### config.mk
export PLATFORM = sky130hd
export DESIGN_NAME = gf256_inv_sbox_pipe_flat
export DESIGN_NICKNAME = d
export VERILOG_FILES = /design/src/rtl/gf256_inv_sbox_pipe_if.sv /design/src/rtl/gf256_inv_sbox_pipe.sv /design/src/flat_wrapper.sv
export SDC_FILE = /design/constraint.sdc
export NUM_CORES = 1
export LEC_CHECK = 0
export CAP_MARGIN = 20
export CORE_AREA = 2 2 95 97
export DETAILED_ROUTE_END_ITERATION = 10
export DIE_AREA = 0 0 97 99
export PLACE_DENSITY = 0.54
export SKIP_CTS_REPAIR_TIMING = 1
export SLEW_MARGIN = 20
export SYNTH_ARGS = -nofsm -noshare
export SYNTH_HDL_FRONTEND = slang
export SYNTH_SLANG_ARGS = --single-unit
### constraint.sdc
create_clock -name clk -period 3.45 [get_ports clk]
set_clock_uncertainty 0.1 [all_clocks]
set_input_delay 0.69 -clock clk [delete_from_list [all_inputs] [get_ports clk]]
set_output_delay 0.69 -clock clk [all_outputs]
set_load 0.02 [all_outputs]
### src/rtl/gf256_inv_sbox_pipe_if.sv
// Stream bundle for gf256_inv_sbox_pipe: input beat handshake, result handshake and busy.
// With GF256_SBOX_FWD_MODE_EN defined, a per-beat fwd select travels with in_data.
interface gf256_inv_sbox_pipe_if #(
    parameter int unsigned LANES = 1
);
    logic                 in_valid;
    logic                 in_ready;
    logic [8*LANES-1:0]   in_data;
    logic                 out_valid;
    logic                 out_ready;
    logic [8*LANES-1:0]   out_data;
    logic                 busy;
`ifdef GF256_SBOX_FWD_MODE_EN
    logic                 fwd;
`endif

    modport master (
`ifdef GF256_SBOX_FWD_MODE_EN
        output fwd,
`endif
        output in_valid, in_data, out_ready,
        input  in_ready, out_valid, out_data, busy
    );

    modport slave (
`ifdef GF256_SBOX_FWD_MODE_EN
        input  fwd,
`endif
        input  in_valid, in_data, out_ready,
        output in_ready, out_valid, out_data, busy
    );
endinterface

### src/rtl/gf256_inv_sbox_pipe.sv
// 3-stage AES InvSubBytes engine on a tower-field GF(((2^2)^2)^2) inverter, LANES bytes per beat.
// Optional forward S-box per beat when GF256_SBOX_FWD_MODE_EN is defined.
module gf256_inv_sbox_pipe #(
    parameter int unsigned LANES = 1
) (
    input  logic                  clk,
    input  logic                  rst,
    gf256_inv_sbox_pipe_if.slave  bus
);
    // GF(4): poly basis, w^2 = w + 1
    function automatic logic [1:0] gf4_mul(input logic [1:0] a, input logic [1:0] b);
        logic hh;
        hh = a[1] & b[1];
        return {hh ^ (a[1] & b[0]) ^ (a[0] & b[1]), hh ^ (a[0] & b[0])};
    endfunction

    // GF(16) over GF(4): poly basis, z^2 = z + w
    function automatic logic [3:0] gf16_mul(input logic [3:0] a, input logic [3:0] b);
        logic [1:0] hh;
        hh = gf4_mul(a[3:2], b[3:2]);
        return {hh ^ gf4_mul(a[3:2], b[1:0]) ^ gf4_mul(a[1:0], b[3:2]),
                gf4_mul(hh, 2'b10) ^ gf4_mul(a[1:0], b[1:0])};
    endfunction

    function automatic logic [3:0] gf16_inv(input logic [3:0] a);
        logic [1:0] d, di;
        d  = gf4_mul(gf4_mul(a[3:2], a[3:2]), 2'b10) ^ gf4_mul(a[3:2], a[1:0])
           ^ gf4_mul(a[1:0], a[1:0]);
        di = {d[1], d[1] ^ d[0]};
        return {gf4_mul(a[3:2], di), gf4_mul(a[3:2] ^ a[1:0], di)};
    endfunction

    function automatic logic [3:0] gf16_sq_scl(input logic [3:0] x, input logic [3:0] nu);
        return gf16_mul(gf16_mul(x, x), nu);
    endfunction

    // GF(256) over GF(16): normal basis {Y, Y^16}, byte = {hi, lo} = hi*Y + lo*Y^16
    function automatic logic [7:0] twr_mul(input logic [7:0] a, input logic [7:0] b,
                                           input logic [3:0] nu);
        logic [3:0] e;
        e = gf16_mul(gf16_mul(a[7:4] ^ a[3:0], b[7:4] ^ b[3:0]), nu);
        return {gf16_mul(a[7:4], b[7:4]) ^ e, gf16_mul(a[3:0], b[3:0]) ^ e};
    endfunction

    // nu must make Y^2 + Y + nu irreducible over GF(16): no root r with r^2 + r = nu
    function automatic logic [3:0] find_nu();
        logic [3:0] nu;
        logic       hit, found;
        nu = '0;
        found = 1'b0;
        for (int unsigned c = 1; c < 16; c++) begin
            hit = 1'b0;
            for (int unsigned r = 0; r < 16; r++)
                if ((gf16_mul(4'(r), 4'(r)) ^ 4'(r)) == 4'(c)) hit = 1'b1;
            if (!found && !hit) begin
                nu = 4'(c);
                found = 1'b1;
            end
        end
        return nu;
    endfunction

    // Tower image of the AES generator: a root of x^8 + x^4 + x^3 + x + 1 (tower one = 8'h11)
    function automatic logic [7:0] find_beta(input logic [3:0] nu);
        logic [7:0] x, x2, x3, x4, x8, beta;
        logic       found;
        beta = '0;
        found = 1'b0;
        for (int unsigned b = 1; b < 256; b++) begin
            x  = 8'(b);
            x2 = twr_mul(x, x, nu);
            x3 = twr_mul(x2, x, nu);
            x4 = twr_mul(x2, x2, nu);
            x8 = twr_mul(x4, x4, nu);
            if (!found && ((x8 ^ x4 ^ x3 ^ x ^ 8'h11) == 8'h00)) begin
                beta = x;
                found = 1'b1;
            end
        end
        return beta;
    endfunction

    // Row r of the AES->tower matrix holds bit r of beta^0 .. beta^7
    function automatic logic [7:0][7:0] twr_rows(input logic [3:0] nu, input logic [7:0] beta);
        logic [7:0][7:0] m;
        logic [7:0]      p;
        m = '0;
        p = 8'h11;
        for (int unsigned i = 0; i < 8; i++) begin
            for (int unsigned r = 0; r < 8; r++) m[3'(r)][3'(i)] = p[3'(r)];
            p = twr_mul(p, beta, nu);
        end
        return m;
    endfunction

    function automatic logic [7:0][7:0] mat_inv(input logic [7:0][7:0] m);
        logic [7:0][7:0] a, b;
        logic [7:0]      t;
        logic            found;
        a = m;
        for (int unsigned r = 0; r < 8; r++) b[3'(r)] = 8'h01 << r;
        for (int unsigned c = 0; c < 8; c++) begin
            found = 1'b0;
            for (int unsigned p = c; p < 8; p++) begin
                if (!found && a[3'(p)][3'(c)]) begin
                    t = a[3'(c)]; a[3'(c)] = a[3'(p)]; a[3'(p)] = t;
                    t = b[3'(c)]; b[3'(c)] = b[3'(p)]; b[3'(p)] = t;
                    found = 1'b1;
                end
            end
            for (int unsigned r = 0; r < 8; r++) begin
                if (r != c && a[3'(r)][3'(c)]) begin
                    a[3'(r)] = a[3'(r)] ^ a[3'(c)];
                    b[3'(r)] = b[3'(r)] ^ b[3'(c)];
                end
            end
        end
        return b;
    endfunction

    function automatic logic [7:0] basis_map(input logic [7:0][7:0] rows, input logic [7:0] x);
        logic [7:0] y;
        for (int unsigned r = 0; r < 8; r++) y[3'(r)] = ^(rows[3'(r)] & x);
        return y;
    endfunction

    function automatic logic [7:0] inv_affine_lin(input logic [7:0] x);
        logic [7:0] y;
        for (int unsigned i = 0; i < 8; i++)
            y[3'(i)] = x[3'(i + 2)] ^ x[3'(i + 5)] ^ x[3'(i + 7)];
        return y;
    endfunction

`ifdef GF256_SBOX_FWD_MODE_EN
    function automatic logic [7:0] fwd_affine_lin(input logic [7:0] x);
        logic [7:0] y;
        for (int unsigned i = 0; i < 8; i++)
            y[3'(i)] = x[3'(i)] ^ x[3'(i + 4)] ^ x[3'(i + 5)] ^ x[3'(i + 6)] ^ x[3'(i + 7)];
        return y;
    endfunction
`endif

    // Basis matrices are derived at elaboration from the chosen tower, so they stay consistent with it
    localparam logic [3:0]      NU        = find_nu();
    localparam logic [7:0]      BETA      = find_beta(NU);
    localparam logic [7:0][7:0] TO_TWR    = twr_rows(NU, BETA);
    localparam logic [7:0][7:0] FROM_TWR  = mat_inv(TO_TWR);

    logic                 v1_q, v1_d, v2_q, v2_d, v3_q, v3_d;
    logic [8*LANES-1:0]   s1_q, s1_d, s3_q, s3_d;
    logic [4*LANES-1:0]   s2_hi_q, s2_hi_d, s2_lo_q, s2_lo_d, s2_dinv_q, s2_dinv_d;
`ifdef GF256_SBOX_FWD_MODE_EN
    logic                 fwd1_q, fwd1_d, fwd2_q, fwd2_d;
`endif
    logic                 adv1, adv2, adv3, in_fire;
    logic [7:0]           a, b;
    logic [3:0]           hi, lo, d, dinv;

    always_comb begin
        adv3 = !v3_q || bus.out_ready;
        adv2 = !v2_q || adv3;
        adv1 = !v1_q || adv2;
        in_fire = bus.in_valid && adv1 && !rst;

        v1_d = v1_q; v2_d = v2_q; v3_d = v3_q;
        s1_d = s1_q; s3_d = s3_q;
        s2_hi_d = s2_hi_q; s2_lo_d = s2_lo_q; s2_dinv_d = s2_dinv_q;
`ifdef GF256_SBOX_FWD_MODE_EN
        fwd1_d = fwd1_q; fwd2_d = fwd2_q;
`endif
        a = '0; b = '0; hi = '0; lo = '0; d = '0; dinv = '0;

        if (adv1) v1_d = bus.in_valid;
        if (in_fire) begin
`ifdef GF256_SBOX_FWD_MODE_EN
            fwd1_d = bus.fwd;
`endif
            for (int unsigned l = 0; l < LANES; l++) begin
                b = bus.in_data[8*l +: 8];
                a = inv_affine_lin(b ^ 8'h63);
`ifdef GF256_SBOX_FWD_MODE_EN
                if (bus.fwd) a = b;
`endif
                s1_d[8*l +: 8] = basis_map(TO_TWR, a);
            end
        end

        if (adv2) v2_d = v1_q;
        if (adv2 && v1_q) begin
`ifdef GF256_SBOX_FWD_MODE_EN
            fwd2_d = fwd1_q;
`endif
            for (int unsigned l = 0; l < LANES; l++) begin
                hi = s1_q[8*l + 4 +: 4];
                lo = s1_q[8*l +: 4];
                d  = gf16_sq_scl(hi ^ lo, NU) ^ gf16_mul(hi, lo);
                s2_hi_d[4*l +: 4]   = hi;
                s2_lo_d[4*l +: 4]   = lo;
                s2_dinv_d[4*l +: 4] = gf16_inv(d);
            end
        end

        if (adv3) v3_d = v2_q;
        if (adv3 && v2_q) begin
            for (int unsigned l = 0; l < LANES; l++) begin
                hi   = s2_hi_q[4*l +: 4];
                lo   = s2_lo_q[4*l +: 4];
                dinv = s2_dinv_q[4*l +: 4];
                a = basis_map(FROM_TWR, {gf16_mul(lo, dinv), gf16_mul(hi, dinv)});
`ifdef GF256_SBOX_FWD_MODE_EN
                if (fwd2_q) a = fwd_affine_lin(a) ^ 8'h63;
`endif
                s3_d[8*l +: 8] = a;
            end
        end
    end

    always_ff @(posedge clk) begin
        if (rst) begin
            v1_q <= 1'b0; v2_q <= 1'b0; v3_q <= 1'b0;
            s1_q <= '0; s3_q <= '0;
            s2_hi_q <= '0; s2_lo_q <= '0; s2_dinv_q <= '0;
`ifdef GF256_SBOX_FWD_MODE_EN
            fwd1_q <= 1'b0; fwd2_q <= 1'b0;
`endif
        end else begin
            v1_q <= v1_d; v2_q <= v2_d; v3_q <= v3_d;
            s1_q <= s1_d; s3_q <= s3_d;
            s2_hi_q <= s2_hi_d; s2_lo_q <= s2_lo_d; s2_dinv_q <= s2_dinv_d;
`ifdef GF256_SBOX_FWD_MODE_EN
            fwd1_q <= fwd1_d; fwd2_q <= fwd2_d;
`endif
        end
    end

    assign bus.in_ready  = adv1 && !rst;
    assign bus.out_valid = v3_q;
    assign bus.out_data  = s3_q;
    assign bus.busy      = v1_q | v2_q | v3_q;
endmodule
### src/flat_wrapper.sv
// flat-port wrapper written by rule: the top's interface ports become plain ports
module gf256_inv_sbox_pipe_flat 
#(
    parameter int unsigned LANES = 1
)
  (clk, rst, bus_in_valid, bus_in_data, bus_out_ready, bus_in_ready, bus_out_valid, bus_out_data, bus_busy);
  gf256_inv_sbox_pipe_if #(.LANES(LANES)) bus_i ();
  input  logic clk;
  input  logic rst;
  input wire logic [$bits(bus_i.in_valid)-1:0] bus_in_valid;
  input wire logic [$bits(bus_i.in_data)-1:0] bus_in_data;
  input wire logic [$bits(bus_i.out_ready)-1:0] bus_out_ready;
  output wire logic [$bits(bus_i.in_ready)-1:0] bus_in_ready;
  output wire logic [$bits(bus_i.out_valid)-1:0] bus_out_valid;
  output wire logic [$bits(bus_i.out_data)-1:0] bus_out_data;
  output wire logic [$bits(bus_i.busy)-1:0] bus_busy;
  assign bus_i.in_valid = bus_in_valid;
  assign bus_i.in_data = bus_in_data;
  assign bus_i.out_ready = bus_out_ready;
  assign bus_in_ready = bus_i.in_ready;
  assign bus_out_valid = bus_i.out_valid;
  assign bus_out_data = bus_i.out_data;
  assign bus_busy = bus_i.busy;
  gf256_inv_sbox_pipe #(.LANES(LANES)) u_core (.clk(clk), .rst(rst), .bus(bus_i));
endmodule
* Word level (Yosys, flattened, before mapping) *
Index checks and enable logic that the tools add are counted.

cells by class
  shift-type cells = 0
  multiply operators = 0
  bitwise operators = 176
  equal/unequal tests = 0
  multiplexer cells = 0
  divide/modulo/power cells = 0
  magnitude comparators = 0
  reductions and logical operators = 28
  add/subtract/negate cells = 0

operators with widths
  cell                 number
  XOR reduction 8 bit  16
  bitwise XOR 1 bit    87
  AND 1 bit            68
  bitwise XOR 2 bit    16
  bitwise XOR 4 bit    2
  logical AND 1 bit    5
  logical NOT 1 bit    4
  inverter 4 bit       1
  logical OR 1 bit     3
  OR 1 bit             2

word-level totals
  register bits = 31
  latch bits = 0
  ROM bits = 0
  memories kept = 0
  RAM bits = 0
  bits of input ports = 12

* Longest topological paths before layout *
Gate-level depths: netlist (run 1).

  word-level depth = 19
  mapped depth = 13

* Least setup slack after synthesis (run 1) *
No wires, ideal clock.

  kind = register -> register
  from = register u_core.s1_q[2]
  to = register u_core.s2_dinv_q[0]
  setup time = 0.133 ns
  arrival time = 2.871 ns
  period minus slack after synthesis = 3.104 ns
  cell stages (with the launch flop) = 13
  path buffers = 1
  data required time = 3.217 ns
  path slack = 0.346 ns
  path through = dfxtp_1 ha_1 xnor2_1 xnor2_2 xnor3_2 inv_2 ha_1 clkbuf_1 nand2b_1 a21oi_1 or3_1 a221oi_1 nor3_1

on the way
  word-level cells in the longest chain between the ends = 18
  elaborated cells between the ends (all ways) = 57
  classes of those cells = bitwise (57)

RTL lines
  element                                                 RTL line                                              text
  from (decl)                                             gf256_inv_sbox_pipe.sv:150                            logic [8*LANES-1:0] s1_q, s1_d, s3_q, s3_d;
  from (signal assigned)                                  gf256_inv_sbox_pipe.sv:221                            s1_q <= '0; s3_q <= '0;
  from (signal assigned)                                  gf256_inv_sbox_pipe.sv:228                            s1_q <= s1_d; s3_q <= s3_d;
  bitwise XOR 4 bit                                       gf256_inv_sbox_pipe.sv:196                            d = gf16_sq_scl(hi ^ lo, NU) ^ gf16_mul(hi, lo);
  AND 1 bit                                               gf256_inv_sbox_pipe.sv:14                             return {hh ^ (a[1] & b[0]) ^ (a[0] & b[1]), hh ^ (a[0] & b[0])};
  bitwise XOR 1 bit (2 in series)                         gf256_inv_sbox_pipe.sv:14
  bitwise XOR 2 bit or bitwise XOR 1 bit (tied branches)  gf256_inv_sbox_pipe.sv:21, gf256_inv_sbox_pipe.sv:14
  bitwise XOR 2 bit (on tied branches)                    gf256_inv_sbox_pipe.sv:21, gf256_inv_sbox_pipe.sv:22
  bitwise XOR 1 bit                                       gf256_inv_sbox_pipe.sv:14
  bitwise XOR 2 bit                                       gf256_inv_sbox_pipe.sv:21                             return {hh ^ gf4_mul(a[3:2], b[1:0]) ^ gf4_mul(a[1:0], b[3:2]),
  bitwise XOR 4 bit *                                     gf256_inv_sbox_pipe.sv:196
  AND 1 bit                                               gf256_inv_sbox_pipe.sv:14
  bitwise XOR 1 bit (3 in series)                         gf256_inv_sbox_pipe.sv:14
  bitwise XOR 2 bit                                       gf256_inv_sbox_pipe.sv:27                             d = gf4_mul(gf4_mul(a[3:2], a[3:2]), 2'b10) ^ gf4_mul(a[3:2], a[1:0])
  bitwise XOR 2 bit                                       gf256_inv_sbox_pipe.sv:28                             ^ gf4_mul(a[1:0], a[1:0]);
  bitwise XOR 1 bit                                       gf256_inv_sbox_pipe.sv:29                             di = {d[1], d[1] ^ d[0]};
  AND 1 bit                                               gf256_inv_sbox_pipe.sv:14
  bitwise XOR 1 bit *                                     gf256_inv_sbox_pipe.sv:14
  to (signal assigned)                                    gf256_inv_sbox_pipe.sv:229                            s2_hi_q <= s2_hi_d; s2_lo_q <= s2_lo_d; s2_dinv_q <= s2_dinv_d;
  to (decl)                                               gf256_inv_sbox_pipe.sv:151                            logic [4*LANES-1:0] s2_hi_q, s2_hi_d, s2_lo_q, s2_lo_d, s2_dinv_q, s2_dinv_d;

Mark *: on every way between the ends. The rest lies on a longest branch, timed or not.
A chain may end at the register's enable or synchronous reset.

* Final worst setup path (run 1) *
  from = register u_core.s1_q[5]
  to = register u_core.s2_dinv_q[0]

on the way
  word-level cells in the longest chain between the ends = 18
  elaborated cells between the ends (all ways) = 55
  classes of those cells = bitwise (55)

RTL lines
  element                          RTL line                    text
  bitwise XOR 4 bit                gf256_inv_sbox_pipe.sv:196
  AND 1 bit                        gf256_inv_sbox_pipe.sv:13   hh = a[1] & b[1];
  bitwise XOR 1 bit (2 in series)  gf256_inv_sbox_pipe.sv:14
  bitwise XOR 2 bit (2 in series)  gf256_inv_sbox_pipe.sv:21
  bitwise XOR 1 bit                gf256_inv_sbox_pipe.sv:14
  bitwise XOR 2 bit                gf256_inv_sbox_pipe.sv:21
  bitwise XOR 4 bit *              gf256_inv_sbox_pipe.sv:196
  AND 1 bit                        gf256_inv_sbox_pipe.sv:14
  bitwise XOR 1 bit (3 in series)  gf256_inv_sbox_pipe.sv:14
  bitwise XOR 2 bit                gf256_inv_sbox_pipe.sv:27
  bitwise XOR 2 bit                gf256_inv_sbox_pipe.sv:28
  bitwise XOR 1 bit                gf256_inv_sbox_pipe.sv:29
  AND 1 bit                        gf256_inv_sbox_pipe.sv:14
  bitwise XOR 1 bit *              gf256_inv_sbox_pipe.sv:14

Marks and branches as above.

==> results of run 1 <==
where the power goes:
group,switching [mW],internal (mW),total (mW)
Clock,0.138,0.234,0.372
Combinational,0.561,0.472,1.03
Sequential,0.0590,0.391,0.450
per-stage QoR:
| step | utilization [%] | setup slack, ps | hold slack (ps) | power, mW | cells |
|---|---|---|---|---|---|
| floorplan | - | 346 | 371 | 1.28 | 343 |
| global placement | 35.6 | 300 | 343 | 1.46 | 460 |
| detailed placement | 35.6 | 185 | 342 | 1.48 | 460 |
| CTS | 36.9 | 167 | 353 | 1.85 | 468 |
| global route | 37.1 | 53.2 | 396 | 2.00 | 470 |
| finish | 37.1 | 285 | 351 | 1.85 | 470 |
worst min-delay path, stage by stage (launching register included):
cell     delay (ps)
dfxtp_1         310
nand2_1          50
a21oi_1          50
Yosys cell counts (2+ instances only):
cell	count
nand3_1	3
xnor2_2	3
a21oi_1	24
nand2_1	57
nor3_1	6
xnor2_1	40
o211ai_1	5
inv_1	2
buf_2	7
buf_6	3
a22oi_1	5
xnor3_2	3
or3_1	2
xor2_1	17
nand3b_1	10
xnor3_1	2
dfxtp_1	31
o21a_1	2
ha_1	5
clkbuf_1	10
and2_1	2
and3_1	2
a211oi_1	4
a21o_1	2
nor2_1	31
nand2b_1	12
o2111ai_1	2
or4_1	2
nor3b_1	3
xor2_2	2
o21ai_0	12
nor2b_1	5
mux2_2	8
kinds of logic after synthesis:
group | share of synthesized area [%]
and+or+nand+nor | 23.7
DFF | 22.7
buffers and inverters | 4.94
adders and majority gates | 2.29
xor gates and xnor gates | 27.4
muxes | 3.66
AOI/OAI and AO/OA | 15.4
state kept, by name, summed over array words and instances (netlist names):
register	flops
u_core.bus.out_data	8
u_core.s1_q	8
u_core.s2_dinv_q	4
u_core.s2_hi_q	4
u_core.s2_lo_q	4
u_core.bus.out_valid	1
u_core.v1_q	1
u_core.v2_q	1
path summary, 6_finish.rpt:
check	slack, ps	to	startpoint
worst max-delay path	290	u_core.s2_dinv_q[0]	u_core.s1_q[5]
worst min-delay path	350	u_core.bus.out_data[2]	u_core.bus.out_data[2]
worst max register to register	290	u_core.s2_dinv_q[0]	u_core.s1_q[5]
worst min register to register	350	u_core.bus.out_data[2]	u_core.bus.out_data[2]
area by class of cell:
type	instances	area share [%]
Clock buffer	6	2.60
Clock inverter	2	1.10
Inverter	4	0.552
Multi-Input combinational cell	286	62.4
Sequential cell	31	19.6
Tap cell	108	4.26
Timing Repair Buffer	33	9.54
placed cells by master (no fill, tap or decap), drive strengths merged, types with 8 or more instances in the layout:
cell           Yosys  final
a21oi             24     24
buf               12     11
clkdlybuf4s50      0     22
dfxtp             31     31
mux2               8      8
nand2             57     57
nand2b            12     12
nand3b            10     10
nor2              31     31
o21ai             13     13
xnor2             44     44
xor2              19     19
metal layers:
metal,wire (um),vias up,share of wire [%]
met5,0,-,0
met4,131,0,2.2
met3,76,8,1.3
met2,2770,20,47
met1,2890,1097,49
li1,-,1196,-
==> results.ini, run 1 <==
[synthesis]
yosysTopAreaCell=dfxtp_1
synth_cell_types=52
netlist_instances=343
synth_edf_count=0
syn_nets=360
synth-seq-cells=31
synth.yosys.seq_area_share_pct=22.7
synth_area_leaders=dfxtp_1, xnor2_1, nand2_1
avgSynthCellArea_um2=7.97
async_reset_ff_share_pct=0
synth-warning-count=0
netlist_area_um2=2740
ys.flop_type=dfxtp_1
synth_top_area_share_pct=22.7

[setup_path]
cp_top_family=XOR/XNOR gates
required_ps=3500
crit_fanout=10
end_kind=flop
cp_num_cells=11
worstRegToRegCells=11
max_stage_delay_ps=450
startpoint_type=flop
cp_slowest_cell=dfxtp_1
worstSetupPathType=flop to flop
crit_path_frequent_cell=ha_1
path_buf_inv=1
worstPathArrival_ps=3210
crit_chain=ha_1, xor2_1, xnor3_2, xnor2_4, inv_4, ha_1, nand2b_1, a21oi_1, or3_1, a221oi_1, nor3_1

[grt]
overflow=0
use_met2_pct=21.0
use_met1_pct=16.8
track_usage_pct=12.7
grt_pass1_wl_um=10200
grt_pass1_vias=2205
antenna_found_initial=0
grt_max_degree=35
top_usage_layer=met2
grt_util_met3_pct=1.91

[detailed_routing]
wire_per_inst_um=12.5
route.detailed.drc=0
avgViaCountPerCell=4.94
postRouteAntennaNets=0
first_iter_violations=85
totalWireLength_um=5860
first_pass_iters=4
num_vias=2321

[power]
ir_worst_vdd_mv=0.333
leakagePower_nw=1.20
powerDensity_nw_per_um2=584

[floorplanning]
initial_utilization_pct=32.0
core_area_um2=8550
fp-row-count=34
die-area_um2=9600
die_height_um=99
fp.dieW_um=97
ioPinCount=23

[layout]
final_area_um2=3170
nNetsFinal=378
fillers=887
drive_above_1_share_pct=11.6
area_growth_pct=16.1
antenna_cells=0
regArea_um2=622
multiInputGateArea_um2=1980

[placed_design]
place_area_um2=3040
gp_congestion=0.799
hpwl_um=4450
portBuffers=22

[run]
drv_cap=0

[clock_network]
cts_max_level=2
cts_tree=done
clk_path_buf_depth=2
cts_num_sinks=31
insertion_delay_ps=280
clk_pin_slew_worst_paths_ps=70
cts_buffers=5
cts_root_buf=clkbuf_8

[outcome]
outcome=finished clean

[sta]
tightest_slew_ps=707
max_freq_mhz=316
period_share_pct=91.7
setup-tns-final_ps=0
finalSetupViolations=0
slew_viol_final=0
final.min_clock_period_ps=3160
rsz0062_at_grt=false
finalHoldViolCount=0
max_slew_margin_pct=52.8

[hold_path]
whs_path_depth=2
hold_class=flop to flop

Note: power is estimated with default switching activity, not from simulation.
==> inputs of run 2 (changes only) <==
--- a/config.mk
+++ b/config.mk
@@ -10,6 +10,7 @@
 export DETAILED_ROUTE_END_ITERATION = 10
 export DIE_AREA = 0 0 97 99
 export PLACE_DENSITY = 0.54
+export SETUP_SLACK_MARGIN = 0.3
 export SKIP_CTS_REPAIR_TIMING = 1
 export SLEW_MARGIN = 20
 export SYNTH_ARGS = -nofsm -noshare
==> results.ini, run 2 (same netlist as run 1, synthesis figures left out) <==
[clock_network]
cts_num_sinks=31
cts_tree=done
clk_path_buf_depth=2
cts_buffers=5
clk_pin_slew_worst_paths_ps=80
cts_max_level=2
insertion_delay_ps=280
cts_root_buf=clkbuf_8

[detailed_routing]
postRouteAntennaNets=0
first_pass_iters=4
num_vias=2348
totalWireLength_um=5960
route.detailed.drc=0
wire_per_inst_um=12.5
avgViaCountPerCell=4.94
first_iter_violations=82

[layout]
final_common_cell=nand2_1
drive_above_1_share_pct=14.4
antenna_cells=0
final_cell_mix=nand2_1, xnor2_1, nor2_1
area_growth_pct=18.7
layout.cells.non_filler=475
nNetsFinal=383
final_area_um2=3250

[sta]
setup-tns-final_ps=0
max_freq_mhz=331
rsz0062_at_grt=false
tightest_slew_ps=707
period_share_pct=87.6
finalSetupViolations=0
final.min_clock_period_ps=3020
holdWs_ps=351
slew_viol_final=0
finalHoldViolCount=0
fin_ws_ps=428
max_slew_margin_pct=52.8

[placed_design]
place_area_um2=3040
dp_cells=460
pre_cts_slack_ps=185
hpwl_um=4450
portBuffers=22
gp_congestion=0.799

[setup_path]
path_buf_inv=2
reg2reg_from=u_core.s1_q[3]
worstPathArrival_ps=2230
cp_top_family=buffers and inverters
startpoint_type=input pin
crit_fanout=5
required_ps=2660
end_kind=output pin
cp_slowest_cell=clkdlybuf4s50_1
crit_chain=clkdlybuf4s50_1, nor2b_1, and2_1, a21oi_1, clkdlybuf4s50_1
max_stage_delay_ps=630
worstSetupStartpoint=bus_out_ready
crit_path_frequent_cell=clkdlybuf4s50_1
worstSetupPathType=input pin to output pin

[hold_path]
worstHoldStart=u_core.bus.out_data[2]
hold_class=flop to flop

[floorplanning]
die_height_um=99
initial_utilization_pct=32.0
ioPinCount=23
core_area_um2=8550
fp.dieW_um=97
fp-row-count=34
die-area_um2=9600

[power]
ir_worst_vdd_mv=0.343
leakagePower_nw=1.22
powerDensity_nw_per_um2=610

[grt]
grt_pass1_vias=2205
track_usage_pct=12.7
grt_pass1_wl_um=10200
antenna_found_initial=0
grt_max_degree=35
overflow=0

[run]
drv_cap=0

[outcome]
outcome=finished clean

[run 2: tightest hold or removal path, cell delays in order (launching register included)]
cell	delay, ps
dfxtp_1	310
nand2_1	50
a21oi_1	50
[run 2: per-layer routing]
| metal | up-vias | wire, um | part of all wire (%) | track usage, % |
|---|---|---|---|---|
| met1 | 1102 | 2930 | 49 | 16.8 |
| met2 | 27 | 2790 | 47 | 21.0 |
| met3 | 8 | 102 | 1.7 | 1.91 |
| met4 | 0 | 135 | 2.3 | 4.66 |
| li1 | 1211 | - | - | - |
| met5 | - | 0 | 0 | 0 |
[run 2: power by group]
group / switching (mW) / internal (mW)
clock: 0.139 / 0.234
combinational: 0.598 / 0.558
sequential: 0.0594 / 0.392
total: 0.797 / 1.18
[run 2: metrics by stage]
| step | power (mW) | utilization, % |
|---|---|---|
| 2_1_floorplan | 1.28 | - |
| 6_report | 1.98 | 38.0 |
| 3_3_place_gp | 1.46 | 35.6 |
| 4_1_cts | 1.85 | 36.9 |
| 3_5_place_dp | 1.48 | 35.6 |
| 5_1_grt | 2.14 | 38.0 |
[run 2: final timing paths]
kind / endpoint / slack [ps] / cells past startpoint
worst max register to register: u_core.s2_dinv_q[0] / 550 / 11
worst max-delay path: bus_in_ready / 430 / 5
worst min register to register: u_core.bus.out_data[2] / 350 / 2
worst min-delay path: u_core.bus.out_data[2] / 350 / 2
[run 2: layout make-up]
| type | count | area [um2] |
|---|---|---|
| Clock inverter | 2 | 35.0 |
| Timing Repair Buffer | 38 | 340 |
| Inverter | 4 | 17.5 |
| Clock buffer | 6 | 82.6 |
| Multi-Input combinational cell | 286 | 2010 |
| Fill cell | 877 | 5310 |
| Sequential cell | 31 | 627 |
| Tap cell | 108 | 135 |
==> inputs of run 3 (changes only) <==
--- a/config.mk
+++ b/config.mk
@@ -10,6 +10,7 @@
 export DETAILED_ROUTE_END_ITERATION = 10
 export DIE_AREA = 0 0 97 99
 export PLACE_DENSITY = 0.54
+export REMOVE_ABC_BUFFERS = 1
 export SETUP_SLACK_MARGIN = 0.3
 export SKIP_CTS_REPAIR_TIMING = 1
 export SLEW_MARGIN = 20
==> results.ini, run 3 (same netlist as run 1, synthesis figures left out) <==
[outcome]
outcome=finished clean

[placed_design]
portBuffers=22
gp_congestion=0.828
place_area_um2=3030
hpwl_um=4240

[setup_path]
crit_fanout=5
worstPathArrival_ps=2240
worstSetupPathType=input pin to output pin
startpoint_type=input pin
end_kind=output pin
required_ps=2660
worstRegToRegCells=11

[layout]
fillers=882
antenna_cells=0
area_growth_pct=16.7
nNetsFinal=382
multiInputGateArea_um2=2000
final_cell_mix=nand2_1, xnor2_1, nor2_1
final_area_um2=3190
final_common_cell=nand2_1
drive_above_1_share_pct=14.5
regArea_um2=629

[sta]
finalSetupViolations=0
tightest_slew_ps=634
slew_viol_final=0
finalHoldViolCount=0
rsz0062_at_grt=true
final.min_clock_period_ps=3030
setup-tns-final_ps=0
max_freq_mhz=330
period_share_pct=87.7
max_slew_margin_pct=57.7

[clock_network]
clk_path_buf_depth=2
insertion_delay_ps=280
cts_buffers=5
cts_max_level=2
cts_root_buf=clkbuf_8
cts_num_sinks=31
cts_tree=done
clk_pin_slew_worst_paths_ps=70

[floorplanning]
core_area_um2=8550
initial_utilization_pct=32.0
die-area_um2=9600
fp-row-count=34
ioPinCount=23
die_height_um=99
fp.dieW_um=97

[hold_path]
hold_class=flop to flop
whs_path_depth=2

[grt]
grt_pass1_vias=2091
antenna_found_initial=0
grt_max_degree=35
grt_pass1_wl_um=9670
overflow=0
track_usage_pct=11.9

[power]
leakagePower_nw=1.19
powerDensity_nw_per_um2=568
ir_worst_vdd_mv=0.207

[detailed_routing]
first_pass_iters=4
postRouteAntennaNets=0
first_iter_violations=58
totalWireLength_um=5660
num_vias=2256
avgViaCountPerCell=4.76
route.detailed.drc=0
wire_per_inst_um=11.9

[run]
drv_cap=0

-- run 3: changes by cell type in the layout (fill, tap and decap cells not counted), moves of 2 or more --
cell	delta
ha_2	+2
dfxtp_1	-2
clkbuf_1	+2
dfxtp_2	+2
-- run 3: where the power goes --
group / total [mW] / internal (mW) / switching [mW]
Combinational: 1.07 / 0.520 / 0.546
Sequential: 0.467 / 0.393 / 0.0744
Clock: 0.281 / 0.142 / 0.139
-- run 3: path summary, 6_finish.rpt --
check / startpoint / end / slack, ps
worst min-delay path: u_core.bus.out_data[2] / u_core.bus.out_data[2] / 350
worst max register to register: u_core.s1_q[7] / u_core.s2_dinv_q[0] / 500
worst max-delay path: bus_out_ready / bus_in_ready / 420
worst min register to register: u_core.bus.out_data[2] / u_core.bus.out_data[2] / 350
-- run 3: area by class of cell --
| cell class | count | area share, % |
|---|---|---|
| clock inverters | 1 | 0.157 |
| flip-flops and latches | 31 | 19.7 |
| well taps | 108 | 4.23 |
| multi-input cells | 286 | 62.5 |
| inverters | 4 | 0.549 |
| clock buffers | 7 | 2.39 |
| repair buffers | 37 | 10.4 |
-- run 3: per-layer routing --
metal / up-vias / track usage [%] / routed length (um)
met2: 25 / 20.8 / 2680
met4: 0 / 2.60 / 36
li1: 1210 / - / -
met5: - / 0 / 0
met3: 5 / 2.34 / 136
met1: 1016 / 15.3 / 2810
-- run 3: critical path, stage by stage --
cell             delay, ps
clkdlybuf4s50_1        470
nor2b_2                 60
and2_1                 190
a21oi_1                190
clkdlybuf4s50_1        630
-- run 3: through the flow --
stage	power (mW)	setup slack, ps	hold slack, ps	util (%)	instances
global route	1.97	279	370	37.3	474
finish	1.81	423	354	37.3	474
detailed placement	1.46	244	347	35.5	459
floorplan	1.24	372	365	-	321
CTS	1.75	230	357	36.4	467
global placement	1.45	295	343	35.5	459
